==> src/rtl/pixy_reset_pkg.sv <==
// Types and default timing constants shared by the CPU reset monitor and the reset generator.
package pixy_reset_pkg;

    typedef enum logic [2:0] {
        StBlank,
        StIdle,
        StRstChk,
        StPeriph,
        StHaltChk,
        StReboot
    } mon_state_e;

    localparam int unsigned SyncStagesDef  = 2;
    localparam int unsigned BlankCyclesDef = 64;
    localparam int unsigned RstQualDef     = 8;
    localparam int unsigned HaltQualDef    = 16;
    localparam int unsigned PeriphHoldDef  = 32;
    localparam int unsigned EventCountW    = 8;

endpackage

==> src/rtl/cpu_reset_monitor_if.sv <==
// Pin and status bundle between the 68000 reset/halt pins, the reset generator and the monitor.
interface cpu_reset_monitor_if;

    logic       CPU_RESET_N;
    logic       CPU_HALT_N;
    logic       REBOOT_ACK;
    logic       PERIPH_RESET;
    logic       REBOOT_REQ;
    logic       FAULT;
    logic [7:0] EVENT_COUNT;

    modport master (
        output CPU_RESET_N,
        output CPU_HALT_N,
        output REBOOT_ACK,
        input  PERIPH_RESET,
        input  REBOOT_REQ,
        input  FAULT,
        input  EVENT_COUNT
    );

    modport slave (
        input  CPU_RESET_N,
        input  CPU_HALT_N,
        input  REBOOT_ACK,
        output PERIPH_RESET,
        output REBOOT_REQ,
        output FAULT,
        output EVENT_COUNT
    );

endinterface

==> src/rtl/pin_qualifier.sv <==
// Synchronizes one open-drain pin and counts consecutive low samples while enabled;
// qual_o flags the sample that is the QUAL-th (or later) consecutive low.
module pin_qualifier #(
    parameter int unsigned SYNC_STAGES = 2,
    parameter int unsigned QUAL        = 8
) (
    input  logic clk_i,
    input  logic rst_i,
    input  logic pin_n_i,
    input  logic en_i,
    output logic level_o,
    output logic qual_o
);

    localparam int unsigned CW = $clog2(QUAL + 1);
    localparam logic [CW-1:0] QualLast = CW'(QUAL - 1);
    localparam logic [CW-1:0] QualMax  = CW'(QUAL);

    logic [SYNC_STAGES-1:0] sync_q;
    logic [CW-1:0]          cnt_d, cnt_q;
    logic                   low_run;

    // Preset to 1 so a released (pulled-up) pin is assumed until proven otherwise.
    always_ff @(posedge clk_i) begin
        if (rst_i) begin
            sync_q <= '1;
            cnt_q  <= '0;
        end else begin
            sync_q <= {sync_q[SYNC_STAGES-2:0], pin_n_i};
            cnt_q  <= cnt_d;
        end
    end

    assign level_o = sync_q[SYNC_STAGES-1];
    assign low_run = en_i && !level_o;

    always_comb begin
        cnt_d = '0;
        if (low_run) begin
            cnt_d = (cnt_q == QualMax) ? cnt_q : cnt_q + CW'(1);
        end
    end

    assign qual_o = low_run && (cnt_q >= QualLast);

endmodule

==> src/rtl/cpu_reset_monitor.sv <==
// Watches the 68000 /RESET and /HALT pins: stretches RESET instructions into PERIPH_RESET and
// turns a double bus fault into a cold-restart request. CPU_RESET_MON_EVENT_COUNT_EN builds EVENT_COUNT.
module cpu_reset_monitor
    import pixy_reset_pkg::*;
#(
    parameter int unsigned SYNC_STAGES  = SyncStagesDef,
    parameter int unsigned BLANK_CYCLES = BlankCyclesDef,
    parameter int unsigned RST_QUAL     = RstQualDef,
    parameter int unsigned HALT_QUAL    = HaltQualDef,
    parameter int unsigned PERIPH_HOLD  = PeriphHoldDef
) (
    input  logic                MCLK_IN,
    input  logic                RESET,
    cpu_reset_monitor_if.slave  bus
);

    localparam int unsigned BW = $clog2(BLANK_CYCLES + 1);
    localparam int unsigned HW = $clog2(PERIPH_HOLD + 1);
    localparam logic [BW-1:0] BlankLast = BW'(BLANK_CYCLES - 1);
    localparam logic [HW-1:0] HoldLast  = HW'(PERIPH_HOLD - 1);

    mon_state_e    state_q;
    logic [BW-1:0] blank_q;
    logic [HW-1:0] hold_q;
    logic          periph_q, req_q, fault_q;
    logic          rst_lvl, rst_qual, rst_en;
    logic          halt_lvl, halt_qual, halt_en;

    assign rst_en  = (state_q == StIdle) || (state_q == StRstChk) || (state_q == StHaltChk);
    // A halt only counts as a fault while /RESET is released.
    assign halt_en = ((state_q == StIdle) || (state_q == StHaltChk)) && rst_lvl;

    pin_qualifier #(
        .SYNC_STAGES (SYNC_STAGES),
        .QUAL        (RST_QUAL)
    ) u_rst_qual (
        .clk_i   (MCLK_IN),
        .rst_i   (RESET),
        .pin_n_i (bus.CPU_RESET_N),
        .en_i    (rst_en),
        .level_o (rst_lvl),
        .qual_o  (rst_qual)
    );

    pin_qualifier #(
        .SYNC_STAGES (SYNC_STAGES),
        .QUAL        (HALT_QUAL)
    ) u_halt_qual (
        .clk_i   (MCLK_IN),
        .rst_i   (RESET),
        .pin_n_i (bus.CPU_HALT_N),
        .en_i    (halt_en),
        .level_o (halt_lvl),
        .qual_o  (halt_qual)
    );

    always_ff @(posedge MCLK_IN) begin
        if (RESET) begin
            state_q  <= StBlank;
            blank_q  <= '0;
            hold_q   <= '0;
            periph_q <= 1'b0;
            req_q    <= 1'b0;
            fault_q  <= 1'b0;
        end else begin
            unique case (state_q)
                StBlank: begin
                    if (blank_q == BlankLast) begin
                        state_q <= StIdle;
                        blank_q <= '0;
                    end else begin
                        blank_q <= blank_q + BW'(1);
                    end
                end
                StIdle: begin
                    if (!rst_lvl) begin
                        state_q <= StRstChk;
                    end else if (!halt_lvl) begin
                        state_q <= StHaltChk;
                    end
                end
                StRstChk: begin
                    if (rst_lvl) begin
                        state_q <= StIdle;
                    end else if (rst_qual) begin
                        state_q  <= StPeriph;
                        periph_q <= 1'b1;
                        hold_q   <= '0;
                    end
                end
                StPeriph: begin
                    if (!rst_lvl) begin
                        hold_q <= '0;
                    end else if (hold_q == HoldLast) begin
                        state_q  <= StIdle;
                        periph_q <= 1'b0;
                        hold_q   <= '0;
                    end else begin
                        hold_q <= hold_q + HW'(1);
                    end
                end
                StHaltChk: begin
                    if (!rst_lvl) begin
                        state_q <= StRstChk;
                    end else if (halt_lvl) begin
                        state_q <= StIdle;
                    end else if (halt_qual) begin
                        state_q <= StReboot;
                        fault_q <= 1'b1;
                        req_q   <= 1'b1;
                    end
                end
                StReboot: begin
                    if (bus.REBOOT_ACK) begin
                        state_q <= StBlank;
                        req_q   <= 1'b0;
                        blank_q <= '0;
                    end
                end
                default: state_q <= StBlank;
            endcase
        end
    end

    assign bus.PERIPH_RESET = periph_q;
    assign bus.REBOOT_REQ   = req_q;
    assign bus.FAULT        = fault_q;

`ifdef CPU_RESET_MON_EVENT_COUNT_EN
    logic [EventCountW-1:0] evt_q;
    logic                   evt_inc;

    assign evt_inc = (state_q == StRstChk) && rst_qual;

    always_ff @(posedge MCLK_IN) begin
        if (RESET) begin
            evt_q <= '0;
        end else if (evt_inc && (evt_q != '1)) begin
            evt_q <= evt_q + EventCountW'(1);
        end
    end

    assign bus.EVENT_COUNT = evt_q;
`else
    assign bus.EVENT_COUNT = 8'd0;
`endif

endmodule
==> src/flat_wrapper.sv <==
// flat-port wrapper written by rule: the top's interface ports become plain ports
module cpu_reset_monitor_flat import pixy_reset_pkg::*;
#(
    parameter int unsigned SYNC_STAGES  = SyncStagesDef,
    parameter int unsigned BLANK_CYCLES = BlankCyclesDef,
    parameter int unsigned RST_QUAL     = RstQualDef,
    parameter int unsigned HALT_QUAL    = HaltQualDef,
    parameter int unsigned PERIPH_HOLD  = PeriphHoldDef
)
  (MCLK_IN, RESET, bus_CPU_RESET_N, bus_CPU_HALT_N, bus_REBOOT_ACK, bus_PERIPH_RESET, bus_REBOOT_REQ, bus_FAULT, bus_EVENT_COUNT);
  cpu_reset_monitor_if bus_i ();
  input  logic MCLK_IN;
  input  logic RESET;
  input wire logic [$bits(bus_i.CPU_RESET_N)-1:0] bus_CPU_RESET_N;
  input wire logic [$bits(bus_i.CPU_HALT_N)-1:0] bus_CPU_HALT_N;
  input wire logic [$bits(bus_i.REBOOT_ACK)-1:0] bus_REBOOT_ACK;
  output wire logic [$bits(bus_i.PERIPH_RESET)-1:0] bus_PERIPH_RESET;
  output wire logic [$bits(bus_i.REBOOT_REQ)-1:0] bus_REBOOT_REQ;
  output wire logic [$bits(bus_i.FAULT)-1:0] bus_FAULT;
  output wire logic [$bits(bus_i.EVENT_COUNT)-1:0] bus_EVENT_COUNT;
  assign bus_i.CPU_RESET_N = bus_CPU_RESET_N;
  assign bus_i.CPU_HALT_N = bus_CPU_HALT_N;
  assign bus_i.REBOOT_ACK = bus_REBOOT_ACK;
  assign bus_PERIPH_RESET = bus_i.PERIPH_RESET;
  assign bus_REBOOT_REQ = bus_i.REBOOT_REQ;
  assign bus_FAULT = bus_i.FAULT;
  assign bus_EVENT_COUNT = bus_i.EVENT_COUNT;
  cpu_reset_monitor #(.SYNC_STAGES(SYNC_STAGES), .BLANK_CYCLES(BLANK_CYCLES), .RST_QUAL(RST_QUAL), .HALT_QUAL(HALT_QUAL), .PERIPH_HOLD(PERIPH_HOLD)) u_core (.MCLK_IN(MCLK_IN), .RESET(RESET), .bus(bus_i));
endmodule
==> config.mk <==
export PLATFORM = sky130hd
export DESIGN_NAME = cpu_reset_monitor_flat
export DESIGN_NICKNAME = d
export VERILOG_FILES = /design/src/rtl/pixy_reset_pkg.sv /design/src/rtl/cpu_reset_monitor_if.sv /design/src/rtl/pin_qualifier.sv /design/src/rtl/cpu_reset_monitor.sv /design/src/flat_wrapper.sv
export SDC_FILE = /design/constraint.sdc
export NUM_CORES = 1
export LEC_CHECK = 0
export ABC_CLOCK_PERIOD_IN_PS = 2050
export BUFFER_PORTS_ARGS = -buffer_cell sky130_fd_sc_hd__buf_4
export CAP_MARGIN = 10
export CORE_MARGIN = 2
export CORE_UTILIZATION = 50
export DETAILED_ROUTE_END_ITERATION = 8
export GPL_TIMING_DRIVEN = 0
export PLACE_DENSITY = 0.78
export SETUP_SLACK_MARGIN = 0.4
export SYNTH_ARGS = -nofsm -noshare
export SYNTH_HDL_FRONTEND = slang
export SYNTH_HIERARCHICAL = 1
export SYNTH_SLANG_ARGS = --single-unit
==> constraint.sdc <==
create_clock -name MCLK_IN -period 2.05 [get_ports MCLK_IN]
set_input_delay 0.41 -clock MCLK_IN [delete_from_list [all_inputs] [get_ports MCLK_IN]]
set_output_delay 0.41 -clock MCLK_IN [all_outputs]
set_load 0.02 [all_outputs]
Word level (Yosys, flattened, before mapping) --
Cells that the tools add are included.
Storage, ports and cells: flip-flop bits (word level) 32, input port bits 5, word-level logic and storage cells 92
Operators by class: add/subtract/negate cells 4, $lt $le $gt $ge 2, equality and inequality tests 21, mux-type cells 30, bitwise logic cells 3, reduce and logical (&&, ||, !) cells 22
Operator list (count):
- $mux W3 | 11
- $mux W6 | 4
- $pmux W3 S6 | 1
- $mux W7 | 2
- $pmux W7 S2 | 1
- $pmux W6 S2 | 1
- $ne A2 B2 Y1 const B | 5
- $reduce_and A5 Y1 | 2
- $mux W1 | 8
- $ne A2 B1 Y1 const B | 4
- $add A7 B1 Y7 const B | 1
- $eq A7 B6 Y1 const B | 1
- $reduce_and A7 Y1 | 1
- $add A6 B1 Y6 const B | 1
- $eq A3 B2 Y1 const B | 2
- $eq A3 B3 Y1 const B | 2
- $eq A6 B5 Y1 const B | 1
- $reduce_bool A2 Y1 | 3
- $add A5 B1 Y5 const B | 1
- $eq A5 B5 Y1 const B | 1
- $ge A5 B4 Y1 const B | 1
- $logic_and A1 B1 Y1 | 5
- $add A4 B1 Y4 const B | 1
- $eq A4 B4 Y1 const B | 1
- other kinds (14) | 21

Logic depth before layout (Yosys ltp) --
word-level depth 9, depth in mapped cells 10, depth with buffers taken out 9

Modules after synthesis --
The synthesis kept the hierarchy.
Modules (own cells, without submodules):
- cpu_reset_monitor | instances 1, cells each 140, area an instance 1171.1 µm², seq. area each 380.4 µm²
- pin_qualifier at u_core.u_halt_qual | instances 1, cells each 36, area an instance 390.4 µm², seq. area each 140.1 µm²
- pin_qualifier at u_core.u_rst_qual | instances 1, cells each 27, area an instance 266.5 µm², seq. area each 120.1 µm²

Worst setup path before layout --
Ideal clock, no wire load.
path kind reg-to-reg, from register u_core.state_q[0], to register u_core.state_q[1], library setup time 0.121 ns, data arrival time 2.112 ns, slack -0.183 ns, stages on the path, launching flop included 11, clock period less this slack 2.233 ns, path through dfxtp_1 > buf_6 > buf_2 > xnor2_1 > nor2_1 > or2b_1 > a21oi_1 > or4b_1 > o22ai_2 > nor4_2 > mux2_4
Between the ends: longest elaborated chain between the ends 7, elaborated cells between the ends (all ways) 23, those cells by class 12 x eq/ne; 1 x mux; 10 x reduce/logical
RTL lines:
- from (decl) | RTL line cpu_reset_monitor.sv:22 | mon_state_e state_q;
- from (signal assigned) | RTL line cpu_reset_monitor.sv:59 | state_q <= StBlank;
- from (signal assigned) | RTL line cpu_reset_monitor.sv:69 | state_q <= StIdle;
- from (signal assigned) | RTL line cpu_reset_monitor.sv:77 | state_q <= StRstChk;
- $eq A3 B1 Y1 / $eq A3 B3 Y1 (equally long branches) | RTL line cpu_reset_monitor.sv:31 | assign halt_en = ((state_q == StIdle) || (state_q == StHaltChk)) && rst_lvl;
- $logic_or A1 B1 Y1 (*) | RTL line cpu_reset_monitor.sv:31
- $logic_and A1 B1 Y1 (*) | RTL line cpu_reset_monitor.sv:31
- net u_core.halt_en | RTL line cpu_reset_monitor.sv:27 | logic halt_lvl, halt_qual, halt_en;
- $logic_and A1 B1 Y1 (*) | RTL line pin_qualifier.sv:35 | assign low_run = en_i && !level_o;
- $logic_and A1 B1 Y1 (*) | RTL line pin_qualifier.sv:44 | assign qual_o = low_run && (cnt_q >= QualLast);
- net u_core.halt_qual | RTL line cpu_reset_monitor.sv:27
- $ne A4 B3 Y1 (no line) (*)
- $reduce_and A7 Y1 (no line) (*)
Mark *: on every way through the listed nets, which the timed path passes. The rest lies on a longest branch. A chain may end at the register's enable or synchronous reset.

Worst setup path after layout --
from register u_core.state_q[1], to register u_core.state_q[1]
Between the ends: longest elaborated chain between the ends 7, elaborated cells between the ends (all ways) 23, those cells by class 12 x eq/ne; 1 x mux; 10 x reduce/logical
RTL lines:
- $eq A3 B1 Y1 / $eq A3 B2 Y1 (equally long branches) | RTL line cpu_reset_monitor.sv:29 | assign rst_en = (state_q == StIdle) || (state_q == StRstChk) || (state_q == StHaltChk);
- $logic_or A1 B1 Y1 | RTL line cpu_reset_monitor.sv:29
- $logic_or A1 B1 Y1 (*) | RTL line cpu_reset_monitor.sv:29
- net u_core.rst_en | RTL line cpu_reset_monitor.sv:26 | logic rst_lvl, rst_qual, rst_en;
- $logic_and A1 B1 Y1 (*) | RTL line pin_qualifier.sv:35
- $logic_and A1 B1 Y1 (*) | RTL line pin_qualifier.sv:44
- net u_core.rst_qual | RTL line cpu_reset_monitor.sv:26
- $ne A3 B2 Y1 (no line) (*)
- $reduce_and A7 Y1 (no line) (*)
Marks and branches as above.

==> results.yml <==
placement:
  routabilityCongestion: 0.8288
  hpwl_microns: 2404
  portBuffers: 7
  pre_cts_ws_ps: -291.9
global_routing:
  grt_overflow_total: 0
  antenna_found_initial: 0
  grt_pass1_vias: 1554
  grt_max_degree: 14
  grtUsageTotal_pct: 23.13
  grt_pass1_wl_microns: 7341
power:
  p_leak_nw: 0.9779
  ir_drop_mv: 0.4998
  power_density_nw_per_um2: 922.5
  p_total_mw: 2.283
clock_network:
  numCtsBuffers: 5
  cts_sinks: 32
  insertion_delay_ps: 350
  clk_pin_slew_worst_paths_ps: 100
  hold_buffers: 0
  cts_root_buffer: "clkbuf_4"
  htree_levels: 2
  cts_tree: "built"
  cts_buffer_depth: 2
worst_setup_path:
  crit_path_max_fanout: 4
  reg2reg_to: "u_core/state_q[1]"
  cpPeakStageDelay_ps: 500
  cpMaxStageDelayCell: "or4b_4"
  setup.worst_path.start: "u_core/state_q[1]"
  critPathTopFamily: "simple AND/OR/NAND/NOR gates"
  r2r_start: "u_core/state_q[1]"
  reg2reg_depth: 8
  worst_ep_arrival_time_ps: 2400
  path_depth: 8
  crit_required_ps: 2280
  path_cells: "buf_8, xor2_1, o21a_1, nor3b_4, or4b_4, a21oi_4, nor4_4, mux2_4"
  critPathKind: "reg -> reg"
  startpoint_type: "flop"
  path_buf_inv: 1
  worst_setup_path_end_kind: "flop"
  reg2reg_setup_slack_ps: -120
  crit_end: "u_core/state_q[1]"
layout:
  num_antenna_cells: 0
  area.growth.synth_to_final_pct: 35.39
  drive_gt1_share_pct: 41.70
  nNetsFinal: 258
  fin_util_pct: 72.45
timing:
  worst_pin_slew_ps: 604.7
  slew_headroom_pct: 59.69
  setup_viol: 5
  slew_viol_final: 0
  fin_crit_sh_pct: 105.6
  fin_skew_ps: 10.32
  rsz0062_at_grt: "true"
  fin_ws_ps: -115.2
  finalSetupTns_ps: -295.3
  fin_crit_ps: 2165
  max_freq_ghz: 0.4618
  finalHoldViolCount: 0
  whs_ps: 236.8
run_status:
  status: "finished, violations left"
  violations: "setup timing"
die:
  fp.dieArea_sq_um: 4156
  fp.dieW_microns: 64.47
  rows: 21
  pin_count: 16
  coreArea_sq_um: 3416
  die_y_microns: 64.47
  start_util_pct: 53.52
yosys:
  synth_commonest_cells: "32 x dfxtp_1, 16 x nor2_1, 15 x a21oi_1"
  yosys_warnings: 6
  avgSynthCellArea_sq_um: 9.005
  synthTopCellsByArea: "dfxtp_1 35%, ha_1 4.8%, a21oi_1 4.1%, xnor2_1 3.4%, buf_4 3.3%"
  synth.most_common_cell: "dfxtp_1"
  yosysTopAreaCellShare_pct: 35.04
  ys_async_sr_fraction_pct: 0
  seq_area_frac_synth_pct: 35.04
  yosysUniqueCellTypes: 55
  synth_edf_count: 0
  synth_ff_type: "dfxtp_1"
  synth_cells: 203
  yosys.area.top_type: "dfxtp_1"
  ys_seq_elements: 32
  syn_area_sq_um: 1828
run:
  max-cap-violations: 0
detailed_routing:
  wire_per_inst_microns: 15.66
  drtIter0Drc: 63
  drc: 0
  vias: 1633
  first_pass_iters: 4
  via_per_inst: 5.573
  ant_nets: 0
  drt-total-wl_microns: 4589
worst_hold_path:
  min-delay-path-class: "in -> reg"
per-stage QoR:
step,cell area (sq um),instances
after floorplan,1903,210
after global placement,2013,263
after detailed placement,2013,263
after CTS,2374,289
after global routing,2475,293
final,2475,293
how the worst min path moves through the flow:
stage                                         to                    startpoint  cells past startpoint
global placement    u_core/u_halt_qual/sync_q[1]  u_core/u_halt_qual/sync_q[0]                      1
global route         u_core/u_rst_qual/sync_q[0]               bus_CPU_RESET_N                      2
detailed placement  u_core/u_halt_qual/sync_q[1]  u_core/u_halt_qual/sync_q[0]                      1
floorplan           u_core/u_halt_qual/sync_q[1]  u_core/u_halt_qual/sync_q[0]                      1
finish              u_core/u_halt_qual/sync_q[0]                bus_CPU_HALT_N                      2
CTS                 u_core/u_halt_qual/sync_q[0]                bus_CPU_HALT_N                      2
final cells by class:
cell class	count	area, sq um
Clock buffer	6	51.30
Buffer	15	135.1
Tap cell	46	57.56
Timing Repair Buffer	29	247.7
Fill cell	234	940.9
Inverter	11	41.29
Clock inverter	2	10.01
Sequential cell	32	655.6
Multi-Input combinational cell	152	1276
sequential cells by signal, indices dropped and copies added (netlist names):
| name | count |
|---|---|
| u_core/u_rst_qual/sync_q | 2 |
| u_core/u_halt_qual/cnt_q | 5 |
| u_core/hold_q | 6 |
| u_core/bus.REBOOT_REQ | 1 |
| u_core/bus.PERIPH_RESET | 1 |
| u_core/state_q | 3 |
| u_core/u_halt_qual/sync_q | 2 |
| u_core/bus.FAULT | 1 |
| u_core/u_rst_qual/cnt_q | 4 |
| u_core/blank_q | 7 |
per-layer routing:
metal,up-vias,GRT usage [%],wire length (microns)
li1,796,-,-
met1,795,27.32,1922
met2,29,39.58,2383
met3,13,4.861,163
met4,0,11.70,120
met5,-,0,0
power breakdown:
group / total, mW / internal, mW / switching [mW]
clock: 0.389 / 0.163 / 0.226
sequential: 0.716 / 0.667 / 0.0489
combinational: 1.18 / 0.656 / 0.522
cell usage in the layout (no fill, tap or decap), types with 3 or more instances in the layout:
cell,n
buf_4,29
dfxtp_1,26
nor2_1,11
buf_6,10
inv_1,10
a21oi_1,8
conb_1,8
nand2b_1,7
nand2_1,7
a21oi_2,6
nand3_1,6
or2_2,6
xnor2_1,6
clkbuf_4,5
a311oi_1,5
ha_1,5
nor2_4,4
o21ai_0,4
and4bb_1,4
buf_8,3
and3_1,3
a21oi_4,3
nand3b_1,3
a211oi_1,3
mux2i_1,3
mux2_4,3
dfxtp_2,3
dfxtp_4,3
what timing repair did:
action | 4_1_cts | 5_1_grt
gates resized for setup | 45 | 17
hold endpoints to repair | 0 | 0
buffers inserted | 18 | 4
setup endpoints to repair | 18 | 13
pin swaps | 17 | 11
kinds of logic (layout without fill, tap and decap cells):
group	Yosys count	count (layout)	synth area share, %
and+or+nand+nor	79	79	27.52
AOI/OAI and AO/OA	42	42	15.74
buffers and inverters	26	63	7.666
xor gates and xnor gates	9	9	4.312
muxes	7	7	4.723
other	1	8	0.2051
adders and majority gates	7	7	4.791
DFF	32	32	35.04
(Power assumes the default switching activity.)
